<file path="src/rtl/uart_tx_fifo_feeder.sv">
// Byte FIFO plus a three-state issue FSM that feeds uart_tx one byte at a time,
// waiting for uart_tx's done pulse before starting the next frame.
module uart_tx_fifo_feeder #(
  parameter int DEPTH  = 16,
  parameter int ADDR_W = 4
) (
  input  logic              i_Clock,
  input  logic              i_Rst_n,
  input  logic              i_Wr_En,
  input  logic [7:0]        i_Wr_Byte,
  input  logic              i_Clr_Ovf,
  input  logic              i_Tx_Done,
  output logic              o_Tx_DV,
  output logic [7:0]        o_Tx_Byte,
  output logic              o_Busy,
  output logic              o_Full,
  output logic              o_Empty,
  output logic [ADDR_W:0]   o_Count,
  output logic              o_Overflow
);

  typedef enum logic [1:0] {IDLE, ISSUE, WAIT} state_t;

  localparam logic [ADDR_W:0] CNT_FULL = (ADDR_W+1)'(DEPTH);

  state_t            state_q, state_d;
  logic [ADDR_W-1:0] wr_ptr_q, wr_ptr_d;
  logic [ADDR_W-1:0] rd_ptr_q, rd_ptr_d;
  logic [ADDR_W:0]   count_q, count_d;
  logic              full_q, full_d;
  logic              empty_q, empty_d;
  logic              ovf_q, ovf_d;
  logic              dv_q, dv_d;
  logic              busy_q, busy_d;
  logic [7:0]        byte_q, byte_d;
  logic [7:0]        mem_q [DEPTH];
  logic              wr_acc;
  logic              pop;

  // Full/empty come from the registered flags only, so a write while full is
  // dropped even when a pop lands on the same edge.
  always_comb begin
    wr_acc   = i_Wr_En && !full_q;
    pop      = (state_q == IDLE) && !empty_q;
    state_d  = state_q;
    dv_d     = 1'b0;
    busy_d   = busy_q;
    byte_d   = byte_q;
    rd_ptr_d = rd_ptr_q;
    wr_ptr_d = wr_ptr_q;
    count_d  = count_q;
    ovf_d    = ovf_q;

    case (state_q)
      IDLE: begin
        busy_d = 1'b0;
        if (pop) begin
          byte_d   = mem_q[rd_ptr_q];
          rd_ptr_d = rd_ptr_q + 1'b1;
          dv_d     = 1'b1;
          busy_d   = 1'b1;
          state_d  = ISSUE;
        end
      end
      ISSUE: state_d = WAIT;
      WAIT: begin
        if (i_Tx_Done) begin
          busy_d  = 1'b0;
          state_d = IDLE;
        end
      end
      default: state_d = IDLE;
    endcase

    if (wr_acc) wr_ptr_d = wr_ptr_q + 1'b1;

    case ({wr_acc, pop})
      2'b10:   count_d = count_q + 1'b1;
      2'b01:   count_d = count_q - 1'b1;
      default: count_d = count_q;
    endcase
    full_d  = (count_d == CNT_FULL);
    empty_d = (count_d == '0);

    if (i_Wr_En && full_q) ovf_d = 1'b1;
    else if (i_Clr_Ovf)    ovf_d = 1'b0;
  end

  always_ff @(posedge i_Clock or negedge i_Rst_n) begin
    if (!i_Rst_n) begin
      state_q  <= IDLE;
      wr_ptr_q <= '0;
      rd_ptr_q <= '0;
      count_q  <= '0;
      full_q   <= 1'b0;
      empty_q  <= 1'b1;
      ovf_q    <= 1'b0;
      dv_q     <= 1'b0;
      busy_q   <= 1'b0;
      byte_q   <= 8'h00;
    end else begin
      state_q  <= state_d;
      wr_ptr_q <= wr_ptr_d;
      rd_ptr_q <= rd_ptr_d;
      count_q  <= count_d;
      full_q   <= full_d;
      empty_q  <= empty_d;
      ovf_q    <= ovf_d;
      dv_q     <= dv_d;
      busy_q   <= busy_d;
      byte_q   <= byte_d;
    end
  end

  // Storage is deliberately left out of reset.
  always_ff @(posedge i_Clock) begin
    if (wr_acc) mem_q[wr_ptr_q] <= i_Wr_Byte;
  end

  assign o_Tx_DV    = dv_q;
  assign o_Tx_Byte  = byte_q;
  assign o_Busy     = busy_q;
  assign o_Full     = full_q;
  assign o_Empty    = empty_q;
  assign o_Count    = count_q;
  assign o_Overflow = ovf_q;

endmodule

</file>
<file path="config.mk">
export PLATFORM = sky130hd
export DESIGN_NAME = uart_tx_fifo_feeder
export DESIGN_NICKNAME = d
export VERILOG_FILES = /design/src/rtl/uart_tx_fifo_feeder.sv
export SDC_FILE = /design/constraint.sdc
export NUM_CORES = 1
export LEC_CHECK = 0
export BUFFER_PORTS_ARGS = -buffer_cell sky130_fd_sc_hd__buf_4
export CORE_ASPECT_RATIO = 0.7
export CORE_MARGIN = 2
export CORE_UTILIZATION = 35
export CTS_CLUSTER_SIZE = 24
export DETAILED_ROUTE_END_ITERATION = 10
export HOLD_SLACK_MARGIN = 0.15
export PLACE_DENSITY = 0.51
export RECOVER_POWER = 25
export SLEW_MARGIN = 20
export SYNTH_ARGS = -nofsm -noshare
export SYNTH_HDL_FRONTEND = slang
export SYNTH_SLANG_ARGS = --single-unit
</file>
<file path="constraint.sdc">
create_clock -name i_Clock -period 7.1 [get_ports i_Clock]
set_clock_uncertainty 0.05 [all_clocks]
set_input_delay 1.775 -clock i_Clock [delete_from_list [all_inputs] [get_ports i_Clock]]
set_output_delay 1.775 -clock i_Clock [all_outputs]
set_load 0.01 [all_outputs]
</file>
* Word level (Yosys, flattened, before mapping) *
Memory sizes are Yosys's and may differ from the RTL's. A register that Yosys moved wholly into a read port is not among the register bits.
Cells that the tools add are included.

word-level totals
  output and inout port bits = 18
  bits in writable memories = 128
  word-level logic and storage cells = 46
  register bits = 20
  memories = 1

cells by class
  reductions and logical operators = 13
  multiplexer cells = 12
  add/subtract/negate cells = 4
  equality and inequality tests = 7

memories
  name   depth  bits a word  read ports  clocked after Yosys merged registers in  wr ports  RTL line  RTL
  mem_q  16     8            1           1                                        1         36        logic [7:0] mem_q [DEPTH];

operators with widths
  cell                                                                 count
  5-bit one-hot mux with 2 select lines                                1
  4-bit by 1-bit adder with 4-bit output (second input constant)       2
  1-bit 2-to-1 mux                                                     7
  2-bit one-hot mux with 3 select lines                                1
  2-bit AND reduction                                                  3
  5-bit by 1-bit adder with 5-bit output (second input constant)       1
  5-bit == test (second input constant)                                1
  5-bit logical NOT                                                    1
  5-bit by 1-bit subtractor with 5-bit output (second input constant)  1
  2-bit by 1-bit == test with 1-bit output (second input constant)     2
  2-bit == test (second input constant)                                2
  2-bit 2-to-1 mux                                                     2
  2-bit inequality test (second input constant)                        2
  2-bit nonzero test                                                   2
  1-bit logical AND                                                    3
  1-bit logical NOT                                                    3
  2-bit logical NOT                                                    1
  1-bit one-hot mux with 2 select lines                                1

* Depth between registers and ports, before layout *
Gate-level depths: netlist of run 1.

  depth in word-level cells = 5
  depth in mapped cells = 12
  depth with buffers taken out = 10

* Least setup slack after synthesis of run 1 *
No wires, ideal clock.

  path kind = input port to flip-flop
  start = input i_Wr_En
  end = register full_q (netlist: o_Full)
  path buffers = 2
  slack = 3.193 ns
  arrival = 3.777 ns
  cell stages on the path = 12
  cell sequence = nor2b_1 > clkbuf_1 > inv_1 > ha_1 > buf_6 > xor2_1 > ha_1 > o21ai_1 > a21oi_1 > a2111oi_2 > xor2_1 > nor3b_2

on the way
  longest elaborated chain between the ends = 4
  elaborated cells between the ends (all ways) = 5

RTL lines
  element                                                                    RTL line  RTL
  start: declaration                                                         9         input logic i_Wr_En,
  1-bit logical AND (*)                                                      43        wr_acc = i_Wr_En && !full_q;
  2-bit by 1-bit == test with 1-bit output or 2-bit == test (tied branches)  77        case ({wr_acc, pop})
  5-bit one-hot mux with 2 select lines (*)                                  77
  net count_d[4]                                                             29        logic [ADDR_W:0] count_q, count_d;
  5-bit == test (*)                                                          82        full_d = (count_d == CNT_FULL);
  net full_d                                                                 30        logic full_q, full_d;
  end signal: assignment                                                     106       full_q <= full_d;
  end: declaration                                                           30

Mark *: on every way through the listed nets, which the timed path passes. The rest lies on a longest branch.
A chain may end at the register's enable or synchronous reset.

* Final worst setup path of run 1 *
Same ends and word-level chain as after synthesis.

==> flow_metrics.py, run 1 <==
metrics = {
    "logic_synthesis": {
        "ys_warn_count": 0,
        "ys_top_cells_by_area": "edfxtp_1 61%, mux4_2 12%, dfrtp_1 11%",
        "ys_types": 38,
        "syn_area_per_cell_um2": 18.14,
        "ys_ff_latch": 156,
        "synth_common_cells": "128 x edfxtp_1, 32 x mux4_2, 27 x dfrtp_1",
        "netlist_area_um2": 6259,
        "ys_async_sr_fraction": 0.1795,
        "yosysSeqAreaShare": 0.7263,
        "synthFlopType": "edfxtp_1",
        "synth_enable_flop_cells": 128,
        "synth_top_area_frac": 0.6142,
        "synth.net_count": 366,
        "synthMostInstantiatedCell": "edfxtp_1",
        "synthCells": 345,
        "yosysTopAreaCell": "edfxtp_1",
    },
    "critical_path": {
        "cp.depth": 11,
        "crit_required_ns": 7.37,
        "r2r_cells": 10,
        "r2r-end": "o_Full",
        "crit_type": "input pin to flop",
        "cp_max_fo": 9,
        "reg2reg_from": "o_Empty",
        "path_delay_family": "simple AND/OR/NAND/NOR gates",
        "endpoint": "o_Full",
        "end_kind": "flop",
        "path_cells": "clkbuf_4, nor2b_1, inv_1, ha_1, xor2_1, ha_1, o21ai_1, a21oi_1, a2111oi_2, xor2_1, nor3b_2",
        "cpPeakStageDelay_ns": 0.47,
        "worstPathArrival_ns": 4.31,
        "cp_num_buf_inv": 2,
        "r2r_slack_ns": 3.72,
        "crit_path_start": "i_Wr_En",
        "cp_slowest_cell": "nor2b_1",
        "critPathLaunchType": "input pin",
    },
    "timing": {
        "setup_tns_ns": 0,
        "worst_pin_slew_ns": 1.599,
        "hold_viol": 0,
        "period_minus_slack_ns": 4.033,
        "rsz0062_at_grt": "false",
        "max_freq_mhz": 248.0,
        "slew_headroom": -0.06599,
        "setup_violations": 0,
        "drv_slew": 29,
        "fin_crit_sh": 0.5680,
    },
    "cts": {
        "hold_buffers": 0,
        "clk_pin_slew_ns": 0.06,
        "clock_sinks": 156,
        "cts_setup_buffers": 0,
        "clock_latency_ns": 0.41,
        "cts_buffers": 17,
        "cts.htree.levels": 4,
        "tritoncts": "done",
        "cts_resized": 0,
        "cts-root-buf": "clkbuf_16",
        "clk_path_buf_depth": 2,
    },
    "detailed_routing": {
        "drcViolationCount": 0,
        "wirelength_mm": 12.59,
        "drt_first_pass_iters": 4,
        "drt_iter0_markers": 238,
        "avgRoutedWirePerCell_um": 20.11,
        "ant_nets": 0,
        "routed_via_density": 4.887,
        "dr_total_vias": 3059,
    },
    "floorplanning": {
        "core_region_area_um2": 17320,
        "rows": 40,
        "fp.dieH_um": 115.9,
        "ioPinCount": 31,
        "start_util": 0.3614,
        "die-width_um": 163.8,
        "die_area_um2": 18980,
    },
    "cells_and_area": {
        "fillers": 1572,
        "final_area_um2": 7288,
        "seqCellArea_um2": 4547,
        "diodes": 0,
        "multi_input_area_um2": 1589,
        "area_growth_pct": 16.45,
        "drive_gt1_frac": 0.2506,
        "final_nets": 403,
    },
    "grt": {
        "grt.total_usage": 0.1447,
        "overflow": 0,
        "antenna_found_initial": 0,
        "grt_pass1_wl_mm": 19.46,
        "grt_pass1_vias": 3174,
        "grt_max_degree": 36,
    },
    "power": {
        "power.leakage_nw": 2.517,
        "ir_worst_vdd_mv": 0.3289,
        "p_per_area_nw_per_um2": 431.8,
    },
    "status": {
        "status": "finished, violations left",
        "failed_checks": "capacitance limit, slew limit",
    },
    "flow_run": {
        "cap_violations": 1,
    },
    "placed_design": {
        "portBuffers": 30,
        "placedInstanceArea_um2": 6721,
        "finalWeightedCongestion": 0.7319,
        "dpl.hpwl_mm": 8.006,
    },
    "min_path": {
        "min_path_cells": 1,
        "hold_path_class": "flop to flop",
    },
}
-- cell usage in the layout, fill, tap and decap left out, drive strengths merged, types with 2 or more instances in the layout --
cell type  synthesis  layout
xnor2              8       8
inv                7       8
mux4              32      32
nor2b              4       4
edfxtp           128     128
clkbuf             8      31
a21oi             11      11
mux2i             17      17
dfrtp             27      27
nor2              23      23
ha                 8       8
nand4              2       2
o21ai             13      13
nor3               6       6
buf               11      29
nand2             16      16
clkinv             0       6
nand2b             6       6
xor2               3       3
-- logic make-up (layout without fill, tap and decap cells) --
kind of cell	Yosys count	after routing	share of synthesized area
adder cells (fa/ha/maj)	8	8	0.01599
buffers and inverters	26	76	0.02099
AND/OR/NAND/NOR	64	64	0.04918
XOR/XNOR	11	11	0.01540
AO/OA/AOI/OAI	30	30	0.02799
flip-flops	156	156	0.7263
multiplexers	50	50	0.1441
-- layer usage --
metal / part of all wire / vias to the layer above / global-route usage
li1: - / 1408 / -
met5: 0 / - / 0
met3: 0.075 / 2 / 0.03364
met4: 0.0029 / 0 / 0.04444
met1: 0.48 / 1571 / 0.2191
met2: 0.44 / 78 / 0.2076
-- power breakdown --
| part | leakage [nW] | total (mW) | internal, mW | switching (mW) |
|---|---|---|---|---|
| clock | 0.288 | 0.884 | 0.535 | 0.349 |
| combinational | 0.735 | 1.01 | 0.458 | 0.551 |
| sequential | 1.49 | 1.25 | 1.16 | 0.0970 |
| total | 2.52 | 3.15 | 2.15 | 0.997 |
-- flip-flops by register name, summed over array words and instances (netlist names) --
name,cells
mem_q,128
o_Tx_Byte,8
o_Count,5
rd_ptr_q,4
wr_ptr_q,4
state_q,2
o_Busy,1
o_Empty,1
o_Full,1
o_Overflow,1
o_Tx_DV,1
-- per-stage QoR --
step                      instances  total power, mW  hold WS, ns  setup slack (ns)  utilization
final                           626            3.147       0.4246             3.067       0.4209
after CTS                       626            3.195       0.4317             3.135       0.4220
after floorplan                 345            2.004       0.3937             3.193            -
after global placement          594            2.278       0.4100             2.831       0.3882
after detailed placement        594            2.304       0.4244             2.727       0.3882
after global routing            626            3.335       0.4481             2.841       0.4209
-- how the worst min path moves through the flow --
stage | startpoint | to
floorplan | state_q[1] | state_q[1]
global placement | state_q[1] | state_q[1]
detailed placement | o_Busy | o_Busy
CTS | state_q[1] | state_q[1]
global route | state_q[1] | state_q[1]
finish | state_q[1] | state_q[1]
-- cell type report --
cell class	count	area share
clock buffers	23	0.06867
clock inverters	9	0.01167
inverters	7	0.003605
multi-input cells	163	0.2180
flip-flops and latches	156	0.6239
well taps	231	0.03966
repair buffers	37	0.03451
Power figures use the tool's default switching activity.
==> run 2, diff against run 1 <==
- PLACE_DENSITY: 0.51 -> 0.53
- clock period: 7.1 -> 3.45 ns (I/O delays scaled with it)
==> run 2 against run 1 <==
Compared with the run above: the run still ends with capacitance limit, slew limit left; setup slack got worse by 2.3 ns; global-route usage fell by 0.47 points; non-clock buffer count rose by 18; sequential share of layout area fell by 0.99 points; power rose by 110%; count of clock-buffer cells in the layout fell by 5; design area rose by 1.6%; first-iteration DRC count rose by 2.5%; sequential power rose by 110%; worst hold slack improved by 0.0023 ns; highest routed layer unchanged.
==> flow_metrics.py, run 2 (synthesis gave the netlist of run 1 again) <==
metrics = {
    "status": {
        "status": "finished, violations left",
        "failed_checks": "capacitance limit, slew limit",
    },
    "critical_path": {
        "end_kind": "flop",
        "worstPathArrival_ns": 2.99,
        "crit_required_ns": 3.73,
        "reg2reg_from": "state_q[0]",
        "critPathLaunchType": "flop",
        "path_cells": "or3_1, buf_4, inv_2, ha_1, xor2_1, ha_1, o21ai_0, o2bb2ai_1, a2111oi_2, xor2_1, nor3b_2",
        "cpPeakStageDelay_ns": 0.39,
        "cp_max_fo": 14,
        "crit_path_start": "state_q[0]",
        "cp_slowest_cell": "dfrtp_1",
        "crit_type": "flop to flop",
    },
    "power": {
        "p_total_mw": 6.479,
        "ir_worst_vdd_mv": 0.3975,
        "power.leakage_nw": 2.599,
        "switching_share": 0.3208,
        "p_int_mw": 4.401,
        "p_per_area_nw_per_um2": 874.9,
        "seqPwrFrac": 0.413,
        "comb_power_share": 0.314,
        "switchingPower_mw": 2.079,
        "clkPwrFrac": 0.273,
    },
    "cts": {
        "clk_pin_slew_ns": 0.06,
        "tritoncts": "done",
        "cts_buffers": 17,
        "hold_buffers": 0,
        "clock_latency_ns": 0.41,
        "cts.htree.levels": 4,
        "cts_setup_buffers": 0,
        "clock_sinks": 156,
        "cts_resized": 0,
        "clk_path_buf_depth": 2,
        "cts-root-buf": "clkbuf_16",
    },
    "timing": {
        "slew_headroom": -0.1055,
        "worst_pin_slew_ns": 1.658,
        "finalHoldWorstSlack_ns": 0.4270,
        "max_freq_mhz": 369.0,
        "rsz0062_at_grt": "false",
        "setup_tns_ns": 0,
        "period_minus_slack_ns": 2.710,
        "fin_crit_sh": 0.7856,
        "hold_viol": 0,
        "drv_slew": 29,
        "setup_violations": 0,
    },
    "grt": {
        "grt_max_degree": 36,
        "grt_pass1_wl_mm": 19.01,
        "grt_pass1_vias": 3169,
        "grt.total_usage": 0.1400,
        "overflow": 0,
        "antenna_found_initial": 0,
    },
    "detailed_routing": {
        "dr_total_vias": 3132,
        "wirelength_mm": 12.09,
        "ant_nets": 0,
        "avgRoutedWirePerCell_um": 18.77,
        "drcViolationCount": 0,
        "drt_first_pass_iters": 4,
        "drt_iter0_markers": 244,
        "routed_via_density": 4.863,
    },
    "cells_and_area": {
        "fin_util": 0.4277,
        "diodes": 0,
        "regMostFlops": "mem_q",
        "drive_gt1_frac": 0.2857,
        "final_nets": 421,
        "largest_register_ffs": 128,
        "final_cell_mix": "128 x edfxtp_1, 46 x buf_4, 32 x mux4_2, 26 x dfrtp_1, 23 x nor2_1",
        "area_growth_pct": 18.33,
        "final_common_cell": "edfxtp_1",
    },
    "placed_design": {
        "dpl.hpwl_mm": 7.776,
        "portBuffers": 30,
        "finalWeightedCongestion": 0.7353,
    },
    "floorplanning": {
        "die_area_um2": 18980,
        "core_region_area_um2": 17320,
        "rows": 40,
        "fp.dieH_um": 115.9,
        "ioPinCount": 31,
        "start_util": 0.3614,
        "die-width_um": 163.8,
    },
    "flow_run": {
        "cap_violations": 1,
    },
    "min_path": {
        "hold_path_class": "flop to flop",
        "hold_start": "o_Busy",
    },
}
==> run 2: cell count changes in the layout (fill, tap and decap cells not counted), moves of 2 or more <==
cell / change
buf_4: +17
clkbuf_1: -2
clkbuf_16: -2
clkinv_2: -2
clkinvlp_4: +2
inv_2: +2
inv_6: +5
nor2_1: +3
nor2_2: -3
==> run 2: metal layers <==
layer	share of wire	GRT usage	up-vias
met5	0	0	-
met4	0.013	0.05088	0
met3	0.041	0.02541	16
met2	0.45	0.2090	56
met1	0.49	0.2065	1612
li1	-	-	1448
==> run 2: final timing paths <==
path                                end  slack [ns]  depth (start not counted)
setup / recovery                 o_Full        0.74                         11
min in group asynchronous  o_Tx_Byte[4]        0.82                          1
hold / removal                   o_Busy        0.43                          2
max in group asynchronous   rd_ptr_q[0]        1.44                          1
hold reg to reg                  o_Busy        0.43                          2
setup reg to reg                 o_Full        0.74                         11
==> run 2: worst max-delay path, delay by kind of cell (launching register included) <==
family | cells | cell delay, ns
AOI/OAI and AO/OA | 3 | 0.48
xor gates and xnor gates | 2 | 0.38
adders and majority gates | 2 | 0.42
buffers and inverters | 2 | 0.34
DFF | 1 | 0.39
and+or+nand+nor | 2 | 0.56
==> run 2: stage by stage <==
step	instances	cell area [um2]	setup WS, ns
after floorplan	345	6259	0.4555
after global placement	612	6869	0.5925
after detailed placement	612	6869	0.5714
after CTS	644	7432	0.7079
after global routing	644	7406	0.4630
final	644	7406	0.7398
==> run 2: layout make-up <==
| cell class | count | area (um2) |
|---|---|---|
| fillers | 1551 | 9911 |
| flip-flops and latches | 156 | 4547 |
| multi-input cells | 163 | 1582 |
| clock buffers | 18 | 429.2 |
| repair buffers | 55 | 399.1 |
| well taps | 231 | 289.0 |
| clock inverters | 14 | 133.9 |
| inverters | 7 | 26.28 |
==> run 2: power by group through the flow <==
| stage | clock network, mW | registers [mW] | logic, mW |
|---|---|---|---|
| final | 1.77 | 2.67 | 2.04 |
| after global routing | 1.90 | 2.72 | 2.25 |
| after CTS | 1.81 | 2.68 | 2.09 |
| after detailed placement | 0 | 2.72 | 2.08 |
| after global placement | 0 | 2.71 | 2.06 |
| after floorplan | 0 | 2.57 | 1.55 |
